--- src/rtl/c_fifo_prefetch_if.sv ---
// c_fifo_prefetch_if: FIFO-controller, register-file and consumer signals of the prefetch stage
//   master: prefetch stage side (drives fifo_pop, out_valid, out_data, errors)
//   slave : environment side (drives fifo_empty, rf_data, out_ready)
interface c_fifo_prefetch_if #(
    parameter int width = 32
);
    logic             fifo_empty;
    logic             fifo_pop;
    logic [0:width-1] rf_data;
    logic             out_valid;
    logic             out_ready;
    logic [0:width-1] out_data;
    logic [0:1]       errors;
    modport master (
        input  fifo_empty, rf_data, out_ready,
        output fifo_pop, out_valid, out_data, errors
    );
    modport slave (
        output fifo_empty, rf_data, out_ready,
        input  fifo_pop, out_valid, out_data, errors
    );
endinterface

--- src/rtl/c_fifo_prefetch.sv ---
// c_fifo_prefetch: read-side prefetch stage hiding the one-cycle register-file latency behind a small output buffer
//   i_clk    : clock, rising edge
//   i_reset  : asynchronous active-low reset
//   io_bus   : c_fifo_prefetch_if.master (fifo_empty/fifo_pop, rf_data, out_valid/out_ready/out_data, errors)
//   errors[0]: data returned with no free slot; errors[1]: pop issued while fifo_empty
//   Macro C_FIFO_PREFETCH_DECOUPLE_EN: 3-entry buffer, pop decision independent of out_ready
`ifndef RESET_TYPE_ASYNC
`define RESET_TYPE_ASYNC 1
`endif
module c_fifo_prefetch #(
    parameter int width      = 32,
    parameter int reset_type = `RESET_TYPE_ASYNC
) (
    input logic               i_clk,
    input logic               i_reset,
    c_fifo_prefetch_if.master io_bus
);
`ifdef C_FIFO_PREFETCH_DECOUPLE_EN
    localparam int N = 3;
`else
    localparam int N = 2;
`endif
    localparam int              PW   = $clog2(N);
    localparam logic [PW-1:0]   LAST = PW'(N - 1);
    localparam logic [1:0]      FULL = 2'(N);
    if (reset_type != `RESET_TYPE_ASYNC) begin : g_reset_type_check
        $error("c_fifo_prefetch supports only the asynchronous reset style");
    end
    logic [0:width-1] r_mem [N];
    logic [PW-1:0]    r_head;
    logic [PW-1:0]    r_tail;
    logic [1:0]       r_count;
    logic             r_inflight;
    logic             w_deq;
    logic             w_pop;
    logic             w_ovf;
    logic [1:0]       w_level;
    always_comb begin
        w_deq   = (r_count != 2'd0) & io_bus.out_ready;
`ifdef C_FIFO_PREFETCH_DECOUPLE_EN
        // the spare third slot absorbs the return of a pop issued the cycle ready falls
        w_level = r_count + {1'b0, r_inflight};
        w_pop   = ~io_bus.fifo_empty & (w_level < 2'd3);
`else
        // occupancy after this cycle's dequeue; a pop is safe only if a slot remains for its return
        w_level = r_count + {1'b0, r_inflight} - {1'b0, w_deq};
        w_pop   = ~io_bus.fifo_empty & (w_level < 2'd2);
`endif
        w_ovf   = r_inflight & (r_count == FULL) & ~w_deq;
    end
    assign io_bus.fifo_pop  = w_pop;
    assign io_bus.out_valid = r_count != 2'd0;
    assign io_bus.out_data  = r_mem[r_head];
    assign io_bus.errors    = {w_ovf, w_pop & io_bus.fifo_empty};
    always_ff @(posedge i_clk or negedge i_reset) begin
        if (!i_reset) begin
            for (int i = 0; i < N; i++) r_mem[i] <= '0;
            r_head     <= '0;
            r_tail     <= '0;
            r_count    <= 2'd0;
            r_inflight <= 1'b0;
        end else begin
            r_inflight <= w_pop;
            if (r_inflight) begin
                r_mem[r_tail] <= io_bus.rf_data;
                r_tail        <= (r_tail == LAST) ? '0 : r_tail + 1'b1;
            end
            if (w_deq) r_head <= (r_head == LAST) ? '0 : r_head + 1'b1;
            r_count <= r_count + {1'b0, r_inflight} - {1'b0, w_deq};
        end
    end
endmodule

--- src/flat_wrapper.sv ---
// flat-port wrapper written by rule: the top's interface ports become plain ports
module c_fifo_prefetch_flat 
#(
    parameter int width      = 32,
    parameter int reset_type = `RESET_TYPE_ASYNC
)
  (i_clk, i_reset, io_bus_fifo_empty, io_bus_rf_data, io_bus_out_ready, io_bus_fifo_pop, io_bus_out_valid, io_bus_out_data, io_bus_errors);
  c_fifo_prefetch_if #(.width(width)) io_bus_i ();
  input logic i_clk;
  input logic i_reset;
  input wire logic [$bits(io_bus_i.fifo_empty)-1:0] io_bus_fifo_empty;
  input wire logic [$bits(io_bus_i.rf_data)-1:0] io_bus_rf_data;
  input wire logic [$bits(io_bus_i.out_ready)-1:0] io_bus_out_ready;
  output wire logic [$bits(io_bus_i.fifo_pop)-1:0] io_bus_fifo_pop;
  output wire logic [$bits(io_bus_i.out_valid)-1:0] io_bus_out_valid;
  output wire logic [$bits(io_bus_i.out_data)-1:0] io_bus_out_data;
  output wire logic [$bits(io_bus_i.errors)-1:0] io_bus_errors;
  assign io_bus_i.fifo_empty = io_bus_fifo_empty;
  assign io_bus_i.rf_data = io_bus_rf_data;
  assign io_bus_i.out_ready = io_bus_out_ready;
  assign io_bus_fifo_pop = io_bus_i.fifo_pop;
  assign io_bus_out_valid = io_bus_i.out_valid;
  assign io_bus_out_data = io_bus_i.out_data;
  assign io_bus_errors = io_bus_i.errors;
  c_fifo_prefetch #(.width(width), .reset_type(reset_type)) u_core (.i_clk(i_clk), .i_reset(i_reset), .io_bus(io_bus_i));
endmodule
--- config.mk ---
export PLATFORM = sky130hd
export DESIGN_NAME = c_fifo_prefetch_flat
export DESIGN_NICKNAME = d
export VERILOG_FILES = /design/src/rtl/c_fifo_prefetch_if.sv /design/src/rtl/c_fifo_prefetch.sv /design/src/flat_wrapper.sv
export SDC_FILE = /design/constraint.sdc
export NUM_CORES = 1
export LEC_CHECK = 0
export CAP_MARGIN = 20
export CORE_AREA = 2 2 82 84
export DETAILED_ROUTE_END_ITERATION = 8
export DIE_AREA = 0 0 84 86
export DONT_BUFFER_PORTS = 1
export SYNTH_ARGS = -nofsm -noshare
export SYNTH_HDL_FRONTEND = slang
export SYNTH_SLANG_ARGS = --single-unit
--- constraint.sdc ---
create_clock -name i_clk -period 2.29 [get_ports i_clk]
set_clock_uncertainty 0.05 [all_clocks]
set_input_delay 0.3435 -clock i_clk [delete_from_list [all_inputs] [get_ports i_clk]]
set_output_delay 0.3435 -clock i_clk [all_outputs]
set_load 0.01 [all_outputs]
==> impl_metrics.json <==
{
  "ios": 72,
  "maxCapViolations": 0,
  "ys_types": 21,
  "hold_path_startpoint": "io_bus_fifo_empty",
  "post-place-ws_ns": 0.576,
  "holdPathStages": 1,
  "p_seq_frac": 0.422,
  "dp_hpwl_um": 3740,
  "yosys_register_bits": 69,
  "grt_use_met2": 0.269,
  "ir_drop_uv": 767,
  "drtIter0Drc": 67,
  "clk_pin_slew_ns": 0.06,
  "clk_latency_ns": 0.33,
  "finalHoldViolCount": 0,
  "grt-ovfl-total": 0,
  "stdcell_count": 281,
  "drtPass1Iterations": 4,
  "crit_path_start_kind": "register",
  "syn_inst": 195,
  "p_leak_nw": 1.41,
  "r2r_cells": 6,
  "core_area_sq_um": 6280,
  "post_cts_resized": 0,
  "fin_nets": 237,
  "cts_tree": "yes",
  "port_buffers": 0,
  "crit_arrival_ns": 1.65,
  "rsz0062_at_grt": "false",
  "area_growth_pct": 8.87,
  "wl_um": 5500,
  "grt_pass1_wl_um": 8980,
  "dp_cells": 264,
  "use_met3": 0.0674,
  "cts-buffers-inserted": 9,
  "cp_max_fo": 5,
  "rows": 29,
  "ys_warn_count": 0,
  "grt_start_max_net_pins": 70,
  "finalSetupViolations": 0,
  "vias_per_cell": 5.46,
  "grt_use_met1": 0.192,
  "start_util": 0.486,
  "die_w_um": 84,
  "outcome": "finished clean",
  "grt_pass1_vias": 1759,
  "crit_path_end_kind": "output pin",
  "fp.dieH_um": 86,
  "reg2reg_setup_slack_ns": 0.76,
  "relSlewSlack": 0.651,
  "nFillCells": 528,
  "antenna_found_initial": 0,
  "clock-sinks": 69,
  "internal_power_w": 0.00353,
  "power_density_nw_per_um2": 1580,
  "min_path_type": "in -> reg",
  "via_count": 1535,
  "worst_slew_pin_slew_ns": 0.517,
  "p_sw_frac": 0.325,
  "r2r_end": "u_core.r_inflight",
  "syn_nets": 232,
  "globalplace.congestion": 0.765,
  "cp-endpoint": "io_bus_fifo_pop",
  "synth-seq-area-share": 0.567,
  "postCtsHoldBufs": 2,
  "startpoint": "u_core.r_count[1]",
  "cts_max_path_buffers": 2,
  "grt_use_total": 0.164,
  "r2r_start": "u_core.r_count[1]",
  "drc": 0,
  "crit_type": "reg -> out",
  "multi_input_area_sq_um": 1230,
  "root_buffer": "clkbuf_8",
  "fin_setup_tns_ns": 0,
  "antenna_cells": 0,
  "cts_max_level": 3,
  "detail_route.wl_per_cell_um": 19.6,
  "power_w": 0.00523,
  "power_frac_comb": 0.408,
  "fmax_mhz": 490,
  "top_usage_layer": "met2",
  "timing.final.ws_setup_ns": 0.251,
  "drive_gt1_frac": 0.574,
  "dieArea_sq_um": 7220,
  "regArea_sq_um": 1730,
  "syn_area_sq_um": 3050,
  "post-route-period-util": 0.890,
  "clkPwrFrac": 0.170,
  "post-cts-setup-buffer-count": 0,
  "syn_avg_cell_area_sq_um": 15.6,
  "drtAntennaViolNets": 0,
  "drv_slew": 0,
  "required_ns": 1.90,
  "post-route-min-period_ns": 2.04,
  "p_sw_w": 0.00170
}
[sequential cells by signal, indices dropped and copies added (netlist names)]
register / flops
u_core.r_tail: 1
u_core.r_count: 2
u_core.r_inflight: 1
u_core.r_mem: 64
u_core.r_head: 1
[cell type report]
| type | count | area share |
|---|---|---|
| tap | 77 | 0.0290 |
| clock buffer | 14 | 0.0520 |
| clock inverter | 1 | 0.00151 |
| sequential | 69 | 0.520 |
| multi-input combinational | 112 | 0.370 |
| inverter | 1 | 0.00113 |
| timing repair buffer | 7 | 0.0264 |
[logic make-up after synthesis]
logic type      after synthesis  share of synthesized area
xor+xnor                      2                    0.00575
flops                        69                      0.567
fa+ha+maj                     1                    0.00410
simple gates                 10                     0.0193
buf+inv                      14                     0.0337
compound gates                1                    0.00164
other cells                   1                    0.00123
mux                          97                      0.368
[Yosys cell counts (all sizes together)]
library cell | n | area [sq um]
mux2 | 96 | 1110
dfrtp | 69 | 1730
buf | 13 | 98.8
nand2 | 3 | 11.3
nand2b | 2 | 12.5
a21oi | 1 | 5.00
conb | 1 | 3.75
ha | 1 | 12.5
inv | 1 | 3.75
mux2i | 1 | 10.0
nand3 | 1 | 5.00
nor2b | 1 | 6.26
nor3b | 1 | 7.51
nor4bb | 1 | 10.0
or2 | 1 | 6.26
xnor2 | 1 | 8.76
xor2 | 1 | 8.76
[cells in the final DEF, fill, tap and decap left out]
cell and n:
nand2b_1 2, xor2_1 1, mux2_4 8, clkbuf_8 12, a21oi_1 1, nand3_1 1, or2_2 1, nor2b_4 1
clkbuf_1 2, dfrtp_1 69, nor4bb_1 1, clkinv_2 1, nand2_1 3, dlygate4sd3_1 1, buf_16 1, mux2i_1 1
nor3b_1 1, ha_1 1, buf_12 1, buf_4 4, mux2_2 88, xnor2_1 1, conb_1 1, inv_1 1
[worst max-delay path, cell delays in order (launching register included)]
cell	delay, ns
dfrtp_1	0.40
nand2_1	0.07
mux2i_1	0.13
ha_1	0.16
inv_1	0.05
nand3_1	0.10
nor3b_1	0.42
[worst min path at each step]
stage                        end  slack (ns)
3_3_place_gp    u_core.r_mem[62]     -0.0004
2_1_floorplan  u_core.r_count[0]      -0.002
4_1_cts        u_core.r_inflight        0.06
5_1_grt        u_core.r_inflight        0.05
3_5_place_dp    u_core.r_mem[62]     -0.0007
6_report       u_core.r_inflight        0.09
[power groups by stage]
stage	clock network, W	registers, W	logic, W
global placement	0	0.00215	0.00209
global route	0.000991	0.00229	0.00229
floorplan	0	0.00207	0.00191
detailed placement	0	0.00222	0.00215
CTS	0.000925	0.00221	0.00218
finish	0.000887	0.00221	0.00213
[metrics by stage]
step / cell area (sq um) / hold WS (ns) / utilization
after floorplan: 3050 / -0.00209 / -
after global placement: 3100 / -0.000440 / 0.494
after detailed placement: 3100 / -0.000747 / 0.494
after CTS: 3320 / 0.0640 / 0.529
after global routing: 3320 / 0.0544 / 0.529
final: 3320 / 0.0852 / 0.529
[layer usage]
layer | share of wire | up-vias
li1 | - | 694
met1 | 0.41 | 788
met2 | 0.52 | 47
met3 | 0.062 | 6
met4 | 0.0095 | 0
met5 | 0 | -
No activity file was read; power rests on OpenSTA's default activity.
